[config.mk]
export PLATFORM = sky130hd
export DESIGN_NAME = flag_branch_ctrl
export DESIGN_NICKNAME = d
export VERILOG_FILES = /design/src/rtl/flag_branch_ctrl.sv
export SDC_FILE = /design/constraint.sdc
export NUM_CORES = 1
export LEC_CHECK = 0
export ABC_AREA = 1
export BUFFER_PORTS_ARGS = -buffer_cell sky130_fd_sc_hd__buf_2
export CAP_MARGIN = 30
export CORE_UTILIZATION = 36
export CTS_CLUSTER_DIAMETER = 80
export CTS_CLUSTER_SIZE = 25
export DETAILED_ROUTE_END_ITERATION = 8
export PLACE_DENSITY_LB_ADDON = 0.15
export REMOVE_ABC_BUFFERS = 1
export SYNTH_ARGS = -nofsm -noshare
export SYNTH_HDL_FRONTEND = slang
export SYNTH_SLANG_ARGS = --single-unit
[constraint.sdc]
create_clock -name clk -period 2.1 [get_ports clk]
set_input_delay 0.21 -clock clk [delete_from_list [all_inputs] [get_ports clk]]
set_output_delay 0.21 -clock clk [all_outputs]
set_load 0.05 [all_outputs]
[src/rtl/flag_branch_ctrl.sv]
// flag_branch_ctrl: NZVC flag register plus a conditional-branch resolver.
// Ports: clk, reset (async active-low); ALU result/flags and set_flags in;
//   br_valid/br_type/br_ready request handshake; res_valid/res_taken/
//   res_ready decision handshake; flags {N,Z,V,C}; taken_cnt saturating.
module flag_branch_ctrl #(
    parameter int WIDTH = 64,
    parameter int CNT_W = 16
) (
    input  logic             clk,
    input  logic             reset,
    input  logic [WIDTH-1:0] alu_result,
    input  logic             alu_zero,
    input  logic             alu_neg,
    input  logic             alu_ovf,
    input  logic             alu_carry,
    input  logic             set_flags,
    input  logic             br_valid,
    input  logic [2:0]       br_type,
    output logic             br_ready,
    output logic             res_valid,
    output logic             res_taken,
    input  logic             res_ready,
    output logic [3:0]       flags,
    output logic [CNT_W-1:0] taken_cnt
);

    typedef enum logic [1:0] {
        IDLE,
        RESOLVE,
        HOLD
    } state_t;

    state_t           state_q;
    state_t           state_d;
    logic             live_q;
    logic [3:0]       flags_q;
    logic [3:0]       flags_d;
    logic             taken_q;
    logic             taken_d;
    logic [CNT_W-1:0] cnt_q;
    logic             accept;
    logic             consume;
    logic             decide;

    // The CBZ/CBNZ zero test arrives pre-computed on alu_zero.
    logic unused_result;
    assign unused_result = ^alu_result;

    // Flags as they will be after this edge; B.cond sees forwarded values.
    assign flags_d = set_flags
                   ? {alu_neg, alu_zero, alu_ovf, alu_carry}
                   : flags_q;

    always_comb begin
        decide = 1'b0;
        case (br_type)
            3'd0:    decide = 1'b1;
            3'd1:    decide = alu_zero;
            3'd2:    decide = ~alu_zero;
            3'd3:    decide = flags_d[2];
            3'd4:    decide = ~flags_d[2];
            3'd5:    decide = flags_d[3] ^ flags_d[1];
            3'd6:    decide = ~(flags_d[3] ^ flags_d[1]);
            default: decide = 1'b0;
        endcase
    end

    always_comb begin
        state_d   = state_q;
        br_ready  = 1'b0;
        res_valid = 1'b0;
        accept    = 1'b0;
        consume   = 1'b0;
        case (state_q)
            IDLE: begin
                // live_q keeps br_ready low until the first edge after reset.
                br_ready = live_q;
                accept   = br_valid & live_q;
                if (accept) begin
                    state_d = RESOLVE;
                end
            end
            RESOLVE: begin
                res_valid = 1'b1;
                consume   = res_ready;
                state_d   = res_ready ? IDLE : HOLD;
            end
            HOLD: begin
                res_valid = 1'b1;
                consume   = res_ready;
                if (res_ready) begin
                    state_d = IDLE;
                end
            end
            default: state_d = IDLE;
        endcase
    end

    // The decision is frozen at acceptance so HOLD ignores later ALU activity.
    assign taken_d = accept ? decide : taken_q;

    always_ff @(posedge clk or negedge reset) begin
        if (!reset) begin
            state_q <= IDLE;
            live_q  <= 1'b0;
            flags_q <= 4'b0000;
            taken_q <= 1'b0;
            cnt_q   <= '0;
        end else begin
            state_q <= state_d;
            live_q  <= 1'b1;
            flags_q <= flags_d;
            taken_q <= taken_d;
            if (consume && taken_q && !(&cnt_q)) begin
                cnt_q <= cnt_q + 1'b1;
            end
        end
    end

    assign res_taken = taken_q & res_valid;
    assign flags     = flags_q;
    assign taken_cnt = cnt_q;

endmodule

### After elaboration in Yosys (flattened, before gate mapping)

Index checks and enable logic that the tools add are counted.

| cells by class | value |
|---|---|
| add/subtract/negate cells | 1 |
| eq/ne operators | 10 |
| muxes and demuxes | 10 |
| bitwise gates (word level) | 6 |
| reductions and logical operators | 8 |

Operator list:

| operator | count |
|---|---|
| 16-bit by 1-bit adder with 16-bit output, second input constant | 1 |
| 16-bit AND reduction | 1 |
| 3-bit equality test, second input constant | 3 |
| 1-bit one-hot mux with 7 select lines | 1 |
| 3-bit by 2-bit equality test with 1-bit output, second input constant | 2 |
| 2-bit two-way mux | 3 |
| 2-bit one-hot mux with 3 select lines | 1 |
| 1-bit two-way mux | 4 |
| 4-bit two-way mux | 1 |
| 2-bit inequality test, second input constant | 2 |
| 3-bit by 1-bit equality test with 1-bit output, second input constant | 1 |
| 3-bit logical NOT | 1 |
| 1-bit inverter | 3 |
| 1-bit bitwise AND | 2 |
| 2-bit by 1-bit equality test with 1-bit output, second input constant | 1 |
| 2-bit equality test, second input constant | 1 |
| 1-bit logical AND | 2 |
| 2-bit logical NOT | 1 |
| 2-bit AND reduction | 1 |
| 2-bit OR reduction | 1 |
| 1-bit logical NOT | 1 |
| 1-bit XOR | 1 |

| storage, ports and cells | value |
|---|---|
| flip-flop bits (word level) | 24 |
| bits of input ports | 76 |
| output and inout bits | 23 |
| word-level logic and storage cells | 41 |

### Longest topological paths before layout

| depth | value |
|---|---|
| depth after elaboration | 5 |
| mapped depth | 9 |
| gate-level depth less buffers | 9 |

### Worst setup path after synthesis

Ideal clock, no wire load.

| timing | value |
|---|---|
| kind | register -> register |
| start point | register cnt_q[0], in the netlist taken_cnt[0] |
| end point | register cnt_q[7], in the netlist taken_cnt[7] |
| library setup time | 66 ps |
| arrival | 1839 ps |
| required time | 2034 ps |
| setup slack | 194 ps |
| stages on the path, launching flop included | 10 |
| path buffers | 2 |
| clock period less this slack | 1906 ps |
| cells stage by stage | dfrtp_1 > ha_1 > nand2_2 > nor2_4 > nand2_2 > o21ai_2 > buf_6 > buf_12 > nand2_1 > nand2_1 |

| between the ends | value |
|---|---|
| longest elaborated chain between the ends | 3 |
| elaborated cells on any way between the ends | 4 |
| those cells by class | add/sub: 1; reduce/logical: 3 |

Ends and longest elaborated chain:

| what | RTL line | text |
|---|---|---|
| start, declared | 40 | `logic [CNT_W-1:0] cnt_q;` |
| start signal, assigned | 115 | `cnt_q <= cnt_q + 1'b1;` |
| parallel branches: the longest is 3 deep, another holds 16-bit by 1-bit adder with 16-bit output | n/a |  |

Several ways; the timed one is not identified.
A chain may end at the register's enable or synchronous reset.

### Worst setup path after layout

| timing | value |
|---|---|
| start point | register cnt_q[0], in the netlist taken_cnt[0] |
| end point | register cnt_q[15], in the netlist taken_cnt[15] |

The elaborated chain is that of the path after synthesis.

==> impl_summary.log <==
INFO  metric worstPathRequired = 2.27 ns
INFO  metric p_int = 913 uW
INFO  metric cts_sinks = 24
INFO  metric grt_max_degree = 25
INFO  metric placed_cells_incl_taps = slightly above 300
INFO  metric layout.filler_cells = 436
INFO  metric routedWlPerCell = roughly 10 um
INFO  metric report.final.slew_viol_count = 0
INFO  metric hold_violations = 0
INFO  metric finalNetCount = 346
INFO  metric grt_antenna_before_repair = 0
INFO  metric slew_headroom = 63.1%
INFO  metric layout.cells.non_filler = 315
INFO  metric power_switching_share = between 40% and 50%
INFO  metric cts.htree.levels = 1
INFO  metric power.clock.fraction = 18.4%
INFO  metric coreArea = roughly 4100 um^2
INFO  metric ir_worst_vdd = 0.892 mV
INFO  metric synth.top_cells.by_area = dfrtp_1 39%, nand2_1 25%, inv_1 6.3%, nor2_1 4.9%, nand3_1 3.9%
INFO  metric detail_route.drc_violations = 0
INFO  metric drive_above_1_share = about 20%
INFO  metric timing.fmax = between 0.5 and 0.6 GHz
INFO  metric die-area = about 4600 um^2
INFO  metric finalWorstPathRequiredPeriod = 1.73 ns
INFO  metric grt_use_total = 15.8%
INFO  metric power = 1.74 mW
INFO  metric ys_types = 19
INFO  metric detail_route.first_pass.iterations = 4
INFO  metric max_slew.worst_pin.slew = 0.554 ns
INFO  metric die_h = 67.5 um
INFO  metric seq_power_share = 35.4%
INFO  metric detail_route.vias_per_cell = 4.37
INFO  metric grt_pass1_vias = between 1000 and 1500
INFO  metric cp-end-kind = flip-flop
INFO  metric route.vias.total = 1376
INFO  metric worst_ep_arrival_time = 1.90 ns
INFO  metric status = complete, no violations
INFO  metric globalplace.congestion = about 0.76
INFO  metric synthCells = 227
INFO  metric synthesis.area_per_instance = 6.81 um^2
INFO  metric totalWireLength = 3220 um
INFO  metric post_synth_design_cell_area = 1550 um^2
INFO  metric period_share = 82.4%
INFO  metric globalRouteOverflowTotal = 0
INFO  metric place.detailed.hpwl = 2460 um
INFO  metric critical_path_class = reg2reg
INFO  metric min_path_type = in2reg
INFO  metric first_iter_violations = 44
INFO  metric power_dissipated_by_switching_net_loads = 826 uW
INFO  metric critical_path.max_fanout = 12
INFO  metric initial_utilization = 38.1%
INFO  metric synth.largest_area_cell = dfrtp_1
INFO  metric antenna_fix_cells = 0
INFO  metric cts_root_buf = clkbuf_8
INFO  metric global_route_wire_length_before_repair = between 5000 and 6000 um
INFO  metric cts_inserted_buffers = 3
INFO  metric clkLatencyLatePin = 0.27 ns
INFO  metric postCtsSetupBuffers = 0
INFO  metric area.growth.synth_to_final = 17.9%
INFO  metric leading_cell_types_in_the_layout_fill_and_taps_excluded = 103 x nand2_1, 34 x buf_2, 26 x inv_1
INFO  metric power.combinational.fraction = 46.2%
INFO  metric power.density = around 950 nW/um^2
INFO  metric drv.max_cap_violation_count = 0
INFO  metric clock-skew-final = 0.00679 ns
INFO  metric port-buffer-count = 34
INFO  metric pin_count = 99
INFO  metric yosysSeqAreaShare = roughly 39%
INFO  metric rows = 23
INFO  metric layout.cells.most_common = nand2_1
INFO  metric yosys.area.top_type_share = 38.9%
INFO  metric finalSetupViolCount = 0
INFO  metric yosys_synthesis_warning_count = 0
INFO  metric clk_pin_slew = around 0.09 ns
INFO  metric setup.worst_path.start_class = flip-flop
INFO  metric synth_seq_cells = 24
INFO  metric power_leakage = 0.984 nW
INFO  metric unrepaired_setup_endpoints_after_global_routing = false
INFO  metric cts_buffer_depth = 2
INFO  metric floorplan_die_width = slightly below 70 um
INFO  metric tritoncts_clock_tree = yes
INFO  metric ant_nets = 0
-- final timing paths --
kind                       cells after the start  slack, ns                     start                         to
min in group asynchronous                      2       0.46                     reset  taken_cnt[15]$_DFFE_PN0P_
max in group asynchronous                      2       1.27                     reset         flags[1]$_DFF_PN0_
hold / removal                                 3       0.14                 alu_carry       flags[0]$_DFFE_PN0P_
setup / recovery                               8       0.37  taken_cnt[0]$_DFFE_PN0P_  taken_cnt[15]$_DFFE_PN0P_
setup reg to reg                               8       0.37  taken_cnt[0]$_DFFE_PN0P_  taken_cnt[15]$_DFFE_PN0P_
hold reg to reg                                2       0.47      flags[0]$_DFFE_PN0P_       flags[0]$_DFFE_PN0P_
-- flip-flops by register name (all words and copies together) (netlist names) --
| name | flops |
|---|---|
| taken_q | 1 |
| flags | 4 |
| state_q | 2 |
| live_q | 1 |
| taken_cnt | 16 |
-- critical path: stages (launching register included) --
cell and delay [ns]:
dfrtp_1 0.44, ha_1 0.27, nand2_2 0.10, nor2_4 0.15, nand2_2 0.09, o21ai_2 0.17
inv_1 0.23, nand2_1 0.13, nand2_1 0.05
-- metal layers --
layer / wire [um] / track usage, % / part of all wire [%] / vias to the layer above
li1: - / - / - / 772
met1: 1890 / 24.8 / 59 / 579
met2: 1200 / 22.2 / 37 / 23
met3: 114 / 2.20 / 3.5 / 2
met4: 13 / 3.99 / 0.40 / 0
met5: 0 / 0 / 0 / -
-- power by group through the flow --
stage                     Combinational (mW)  Clock [mW]  Sequential, mW
after floorplan                        0.463           0           0.769
after global placement                 0.801           0           0.625
after detailed placement               0.806           0           0.627
after CTS                              0.811       0.333           0.617
final                                  0.803       0.320           0.616
after global routing                   0.895       0.349           0.629
-- logic make-up (layout without fill, tap and decap cells) --
family,Yosys count,count (layout),synth area share (%)
adders and majority gates,4,4,3.24
other,1,1,0.243
and+or+nand+nor,153,153,41.6
AOI/OAI and AO/OA,8,8,2.83
DFF,24,24,38.9
xor gates and xnor gates,8,8,4.53
buffers and inverters,29,67,8.66
-- layout make-up --
type / instances / area, um^2 / area share (%)
multi-input cells: 174 / 811 / 44.5
flip-flops and latches: 24 / 601 / 33.0
repair buffers: 37 / 195 / 10.7
inverters: 26 / 97.6 / 5.36
well taps: 50 / 62.6 / 3.43
clock buffers: 4 / 55.1 / 3.02
-- timing repair --
action                    CTS  global route
gates resized for setup     0             0
hold buffers                1             0
hold endpoints to repair   24             0
-- Yosys cell counts --
| cell type | number |
|---|---|
| inv_1 | 26 |
| o21ai_2 | 1 |
| ha_1 | 4 |
| dfrtp_1 | 24 |
| nor2_4 | 2 |
| nand2_1 | 103 |
| buf_6 | 1 |
| nand4_1 | 6 |
| nand2_2 | 8 |
| buf_2 | 1 |
| nor3_1 | 1 |
| nand3_1 | 12 |
| o21ai_0 | 7 |
| nor2_1 | 20 |
| xor2_1 | 3 |
| xnor2_1 | 5 |
| or2_2 | 1 |
| buf_12 | 1 |
| conb_1 | 1 |
-- per-stage QoR --
step	util [%]	setup WS [ns]	hold WS (ns)	TNS (ns)	area, um^2
2_1_floorplan	-	-0.351	-0.0856	-4.26	1510
3_5_place_dp	43.3	0.366	0.237	0	1760
3_3_place_gp	43.3	0.370	0.235	0	1760
4_1_cts	44.9	0.350	0.134	0	1820
6_report	44.9	0.370	0.142	0	1820
5_1_grt	44.9	0.185	0.135	0	1820
Power figures use the tool's default switching activity.
